`src/rtl/fetch_prefetch_unit_if.sv`:
```
// Fetch-unit bus: pipeline-side controls, instruction-memory handshake and F-stage outputs.
// FETCH_PERF_EN adds the perf counter outputs.
interface fetch_prefetch_unit_if;
    logic        stallF;
    logic        redirect;
    logic [31:0] redirect_pc;
    logic        imem_req;
    logic [31:0] imem_addr;
    logic        imem_ack;
    logic        imem_rvalid;
    logic [31:0] imem_rdata;
    logic        validF;
    logic [31:0] instrF;
    logic [31:0] pcF;
    logic [31:0] pcplus4F;
    logic        fetch_busy;
`ifdef FETCH_PERF_EN
    logic [31:0] perf_bubble_cnt;
    logic [31:0] perf_redirect_cnt;

    modport master (
        input  stallF, redirect, redirect_pc, imem_ack, imem_rvalid, imem_rdata,
        output imem_req, imem_addr, validF, instrF, pcF, pcplus4F, fetch_busy,
               perf_bubble_cnt, perf_redirect_cnt
    );
    modport slave (
        output stallF, redirect, redirect_pc, imem_ack, imem_rvalid, imem_rdata,
        input  imem_req, imem_addr, validF, instrF, pcF, pcplus4F, fetch_busy,
               perf_bubble_cnt, perf_redirect_cnt
    );
`else
    modport master (
        input  stallF, redirect, redirect_pc, imem_ack, imem_rvalid, imem_rdata,
        output imem_req, imem_addr, validF, instrF, pcF, pcplus4F, fetch_busy
    );
    modport slave (
        output stallF, redirect, redirect_pc, imem_ack, imem_rvalid, imem_rdata,
        input  imem_req, imem_addr, validF, instrF, pcF, pcplus4F, fetch_busy
    );
`endif
endinterface

```
`src/rtl/fetch_prefetch_unit.sv`:
```
// MIPS instruction-fetch front end: credit-limited in-order prefetch into a small queue with redirect flush.
// Optional FETCH_PERF_EN adds saturating bubble/redirect counters.
module fetch_prefetch_unit #(
    parameter int          DEPTH    = 2,
    parameter logic [31:0] RESET_PC = 32'h0000_0000
) (
    input logic                   clk,
    input logic                   reset,
    fetch_prefetch_unit_if.master bus
);
    localparam int AW = $clog2(DEPTH);
    localparam int CW = AW + 1;

    typedef struct packed {
        logic [31:0] pc;
        logic [31:0] instr;
    } entry_t;

    entry_t      q      [DEPTH];
    logic [31:0] tagPc  [DEPTH];
    logic [AW:0]   qRd, qWr;
    logic [AW-1:0] tRd, tWr;
    logic [CW-1:0] outstanding, dropCnt;
    logic [31:0]   fetchPc;

    logic [CW-1:0] occ;
    logic [CW:0]   used;
    logic          validF, pop, req, hs, push, respDrop;
    entry_t        head;

    assign occ    = qWr - qRd;
    assign validF = (qWr != qRd);
    assign head   = q[qRd[AW-1:0]];
    assign pop    = validF & ~bus.stallF & ~bus.redirect;

    // A pop this cycle frees its slot for a request issued now, so a 1-cycle memory streams without gaps.
    assign used = (CW+1)'(occ) + (CW+1)'(outstanding) - (CW+1)'(pop);
    assign req  = (used < (CW+1)'(DEPTH)) & ~bus.redirect & ~reset;
    assign hs   = req & bus.imem_ack;

    assign respDrop = bus.imem_rvalid & (dropCnt != '0);
    assign push     = bus.imem_rvalid & (dropCnt == '0) & ~bus.redirect;

    assign bus.imem_req   = req;
    assign bus.imem_addr  = fetchPc;
    assign bus.validF     = validF;
    assign bus.instrF     = head.instr;
    assign bus.pcF        = head.pc;
    assign bus.pcplus4F   = head.pc + 32'd4;
    assign bus.fetch_busy = ~validF;

    always_ff @(posedge clk or posedge reset) begin
        if (reset) begin
            fetchPc     <= RESET_PC;
            qRd         <= '0;
            qWr         <= '0;
            tRd         <= '0;
            tWr         <= '0;
            outstanding <= '0;
            dropCnt     <= '0;
            for (int i = 0; i < DEPTH; i++) begin
                q[i]     <= '0;
                tagPc[i] <= '0;
            end
        end else begin
            // Tags track every issued request, dropped or not, so they retire on every rvalid.
            if (hs) begin
                tagPc[tWr] <= fetchPc;
                tWr        <= tWr + 1'b1;
            end
            if (bus.imem_rvalid)
                tRd <= tRd + 1'b1;
            outstanding <= outstanding + CW'(hs) - CW'(bus.imem_rvalid);

            if (bus.redirect) begin
                fetchPc <= bus.redirect_pc & ~32'h3;
                qRd     <= '0;
                qWr     <= '0;
                dropCnt <= outstanding - CW'(bus.imem_rvalid);
            end else begin
                if (hs)
                    fetchPc <= fetchPc + 32'd4;
                if (push) begin
                    q[qWr[AW-1:0]] <= '{pc: tagPc[tRd], instr: bus.imem_rdata};
                    qWr            <= qWr + 1'b1;
                end
                if (pop)
                    qRd <= qRd + 1'b1;
                if (respDrop)
                    dropCnt <= dropCnt - 1'b1;
            end
        end
    end

`ifdef FETCH_PERF_EN
    logic [31:0] bubbleCnt, redirectCnt;

    always_ff @(posedge clk or posedge reset) begin
        if (reset) begin
            bubbleCnt   <= '0;
            redirectCnt <= '0;
        end else begin
            if (~validF & ~bus.redirect & (bubbleCnt != '1))
                bubbleCnt <= bubbleCnt + 32'd1;
            if (bus.redirect & (redirectCnt != '1))
                redirectCnt <= redirectCnt + 32'd1;
        end
    end

    assign bus.perf_bubble_cnt   = bubbleCnt;
    assign bus.perf_redirect_cnt = redirectCnt;
`endif
endmodule
```
`src/flat_wrapper.sv`:
```
// flat-port wrapper written by rule: the top's interface ports become plain ports
module fetch_prefetch_unit_flat 
#(
    parameter int          DEPTH    = 2,
    parameter logic [31:0] RESET_PC = 32'h0000_0000
)
  (clk, reset, bus_stallF, bus_redirect, bus_redirect_pc, bus_imem_ack, bus_imem_rvalid, bus_imem_rdata, bus_imem_req, bus_imem_addr, bus_validF, bus_instrF, bus_pcF, bus_pcplus4F, bus_fetch_busy);
  fetch_prefetch_unit_if bus_i ();
  input logic clk;
  input logic reset;
  input wire logic [$bits(bus_i.stallF)-1:0] bus_stallF;
  input wire logic [$bits(bus_i.redirect)-1:0] bus_redirect;
  input wire logic [$bits(bus_i.redirect_pc)-1:0] bus_redirect_pc;
  input wire logic [$bits(bus_i.imem_ack)-1:0] bus_imem_ack;
  input wire logic [$bits(bus_i.imem_rvalid)-1:0] bus_imem_rvalid;
  input wire logic [$bits(bus_i.imem_rdata)-1:0] bus_imem_rdata;
  output wire logic [$bits(bus_i.imem_req)-1:0] bus_imem_req;
  output wire logic [$bits(bus_i.imem_addr)-1:0] bus_imem_addr;
  output wire logic [$bits(bus_i.validF)-1:0] bus_validF;
  output wire logic [$bits(bus_i.instrF)-1:0] bus_instrF;
  output wire logic [$bits(bus_i.pcF)-1:0] bus_pcF;
  output wire logic [$bits(bus_i.pcplus4F)-1:0] bus_pcplus4F;
  output wire logic [$bits(bus_i.fetch_busy)-1:0] bus_fetch_busy;
  assign bus_i.stallF = bus_stallF;
  assign bus_i.redirect = bus_redirect;
  assign bus_i.redirect_pc = bus_redirect_pc;
  assign bus_i.imem_ack = bus_imem_ack;
  assign bus_i.imem_rvalid = bus_imem_rvalid;
  assign bus_i.imem_rdata = bus_imem_rdata;
  assign bus_imem_req = bus_i.imem_req;
  assign bus_imem_addr = bus_i.imem_addr;
  assign bus_validF = bus_i.validF;
  assign bus_instrF = bus_i.instrF;
  assign bus_pcF = bus_i.pcF;
  assign bus_pcplus4F = bus_i.pcplus4F;
  assign bus_fetch_busy = bus_i.fetch_busy;
  fetch_prefetch_unit #(.DEPTH(DEPTH), .RESET_PC(RESET_PC)) u_core (.clk(clk), .reset(reset), .bus(bus_i));
endmodule
```
`config.mk`:
```
export PLATFORM = sky130hd
export DESIGN_NAME = fetch_prefetch_unit_flat
export DESIGN_NICKNAME = d
export VERILOG_FILES = /design/src/rtl/fetch_prefetch_unit_if.sv /design/src/rtl/fetch_prefetch_unit.sv /design/src/flat_wrapper.sv
export SDC_FILE = /design/constraint.sdc
export NUM_CORES = 1
export LEC_CHECK = 0
export ABC_AREA = 1
export BUFFER_PORTS_ARGS = -buffer_cell sky130_fd_sc_hd__buf_2
export CORE_UTILIZATION = 43
export CTS_CLUSTER_DIAMETER = 50
export CTS_CLUSTER_SIZE = 24
export DETAILED_ROUTE_END_ITERATION = 8
export PLACE_DENSITY = 0.61
export SYNTH_ARGS = -nofsm -noshare
export SYNTH_HDL_FRONTEND = slang
export SYNTH_SLANG_ARGS = --single-unit
```
`constraint.sdc`:
```
create_clock -name clk -period 12.8 [get_ports clk]
set_clock_uncertainty 0.15 [all_clocks]
set_input_delay 1.28 -clock clk [delete_from_list [all_inputs] [get_ports clk]]
set_output_delay 1.28 -clock clk [all_outputs]
set_load 0.03 [all_outputs]
```
==> out/metrics.csv <==
stage;metric;value;unit
worst_setup_path;cp_slowest_cell;buf_4;
global_routing;overflow;0;
die;die_w;167;µm
routing;routedWlPerCell;14.3;µm
synth;syn_inst;1534;
sta;slew_viol_final;0;
worst_setup_path;r2r-start;u_core.qWr[0]$_DFFE_PP0P_;
layout;finalInstanceArea;0.0138;mm²
synth;synthTopCellsByArea;dfrtp_1 (48%), nand2_1 (21%), o21ai_0 (5.6%);
die;rows;59;
sta;final.min_clock_period;5.13;ns
min_path;worstHoldStart;u_core.tagPc[4]$_DFFE_PP0P_;
sta;slew_headroom;0.310;
synth;synth_top_area_share;0.480;
worst_setup_path;crit_type;flip-flop to primary output;
worst_setup_path;cp.required;11.37;ns
pwr;power.density;254;mW/mm²
sta;setup_tns;0;ns
layout;finalNonFillerCells;2061;
worst_setup_path;arrival;3.70;ns
worst_setup_path;cp_num_buf_inv;5;
placed_design;dp_cells;2007;
die;dieArea;0.0278;mm²
layout;insertedDiodeCount;0;
worst_setup_path;startpoint;u_core.qRd[0]$_DFFE_PP0P_;
routing;num_vias;10053;
layout;syn2layout_area_growth;18.3;%
sta;fin_crit_sh;0.401;
synth;synth_top_cells_by_count;nand2_1 (656), dfrtp_1 (224), inv_1 (143), o21ai_0 (131), nor2_1 (79);
routing;routed_via_density;4.88;
clocking;cts_made_buffers;29;
synth;yosysSeqAreaShare;0.480;
layout;drive_gt1_frac;0.210;
sta;holdWs;0.328;ns
die;die_h;167;µm
synth;ys_ff_latch;224;
layout;final_util;0.524;
routing;drt-initial-drc-count;826;
synth;synth-edff-count;0;
sta;max_freq;195;MHz
status;status;complete, no violations;
worst_setup_path;path_delay_family;buffers and inverters;
sta;worst_slack;7.67;ns
synth;yosysWarnings;0;
synth;synth.avg_cell_area;7.62;µm²
die;coreArea;0.0264;mm²
worst_setup_path;path_common_cell;nand2_1;
clocking;tritoncts;yes;
clocking;cts.sinks;224;
clocking;root_buffer;clkbuf_16;
global_routing;grt_max_degree;144;
die;start_util;0.443;
min_path;hold_path_class;flip-flop to flip-flop;
synth;syn_area;0.0117;mm²
routing;totalWireLength;29600;µm
synth;synth_cell_types;34;
clocking;cts.clk_slew.worst_paths;0.05;ns
placed_design;gp_congestion;0.928;
worst_setup_path;timing.critical_path.to_type;primary output;
synth;yosysTopAreaCell;dfrtp_1;
pwr;power.total;3.51;mW
clocking;cts_max_level;1;
clocking;cts_setup_buffers;0;
synth;synth_ff_type;dfrtp_1;
sta;worstMarginPinSlew;1.03;ns
global_routing;grt_pass1_vias;9506;
die;pin_count;201;
routing;drc;0;
worst_setup_path;cp-start-kind;flip-flop;
synth;async_flop_share;1.00;
clocking;hold_buffers;0;
sta;rsz0062_at_grt;no;
sta;setup_viol;0;
worst_setup_path;critical_path.max_fanout;66;
global_routing;antenna_found_initial;0;
routing;postRouteAntennaNets;0;
sta;hold_violations;0;
placed_design;placed_cell_area;0.0128;mm²
worst_setup_path;cp_cell_sequence;buf_4 -> inv_2 -> buf_4 -> nand2_1 -> nand2_1 -> ha_1 -> nand3_2 -> inv_1 -> nand2_1 -> nor2_1 -> xor2_1 -> buf_2;
layout;nets;1782;
synth;synth.most_common_cell;nand2_1;
pwr;p_leak;7.29;nW
placed_design;hpwlAfterDp;19400;µm
clocking;clk_latency;0.54;ns
clocking;ctsResizeCount;0;
placed_design;pre_cts_ws;7.59;ns
clocking;cts_max_path_buffers;3;
placed_design;port_buffers;192;
worst_setup_path;slowest_delay;0.58;ns
pwr;vdd_ir_drop_max;130;µV
job;maxCapViolations;0;
global_routing;grt_pass1_wl;49000;µm
global_routing;grt_usage;0.215;
routing;first_pass_iters;5;
## sequential cells by signal, summed over array words and instances (netlist names), 2 cells and up
register / cells
u_core.bus.imem_addr: 30
u_core.dropCnt: 2
u_core.outstanding: 2
u_core.q: 124
u_core.qRd: 2
u_core.qWr: 2
u_core.tagPc: 60
## worst min-delay path, stage by stage, from the launching register on
cell and delay (ns):
dfrtp_1 0.34, nand2_1 0.05, o21ai_0 0.06
## placed cells by master, fill, tap and decap left out, drive strengths merged, types with 3 or more instances in the layout
master,instances
nand2,680
dfrtp,224
buf,201
o21ai,169
inv,154
nor2,89
nand3,65
clkbuf,35
mux2,30
xor2,21
o211ai,10
ha,8
xnor2,6
conb,6
clkinv,5
a21oi,4
nor3,4
bufinv,4
clkinvlp,4
or2,3
## report_power, final
part / internal [mW] / total, mW / switching, mW
Sequential: 0.986 / 1.15 / 0.168
Combinational: 0.449 / 1.50 / 1.05
Clock: 0.532 / 0.860 / 0.327
Total: 1.97 / 3.51 / 1.55
## area by class of cell
cell class,count,area (µm²)
Clock buffer,35,798
Clock inverter,19,243
Fill cell,2616,12500
Inverter,148,566
Multi-Input combinational cell,1099,5160
Sequential cell,224,5610
Tap cell,335,419
Timing Repair Buffer,201,1030
## metal layers
layer	vias up	wire length, µm	global-route usage
met5	-	0	0
met4	0	526	0.0527
met3	43	1290	0.0252
met2	263	12700	0.333
met1	4646	15000	0.319
li1	5101	-	-
## kinds of logic (layout without fill, tap and decap cells)
family | Yosys count | in the layout | share of synthesized area
xor gates and xnor gates | 27 | 27 | 0.0202
buffers and inverters | 216 | 403 | 0.0806
and+or+nand+nor | 843 | 843 | 0.289
adders and majority gates | 9 | 9 | 0.0103
DFF | 224 | 224 | 0.480
muxes | 30 | 30 | 0.0289
AOI/OAI and AO/OA | 184 | 184 | 0.0912
other | 1 | 6 | 0.000321
## final timing paths
path                                                   end  slack (ns)  depth (start not counted)
hold reg to reg                u_core.tagPc[4]$_DFFE_PP0P_        0.33                          2
hold / removal                 u_core.tagPc[4]$_DFFE_PP0P_        0.33                          2
setup / recovery                          bus_pcplus4F[18]        7.67                         12
max in group asynchronous         u_core.q[51]$_DFFE_PP0P_       10.04                          3
setup reg to reg              u_core.tagPc[16]$_DFFE_PP0P_        8.53                         16
min in group asynchronous  u_core.outstanding[1]$_DFF_PP0_        0.84                          2
No activity file was read; power rests on OpenSTA's default activity.
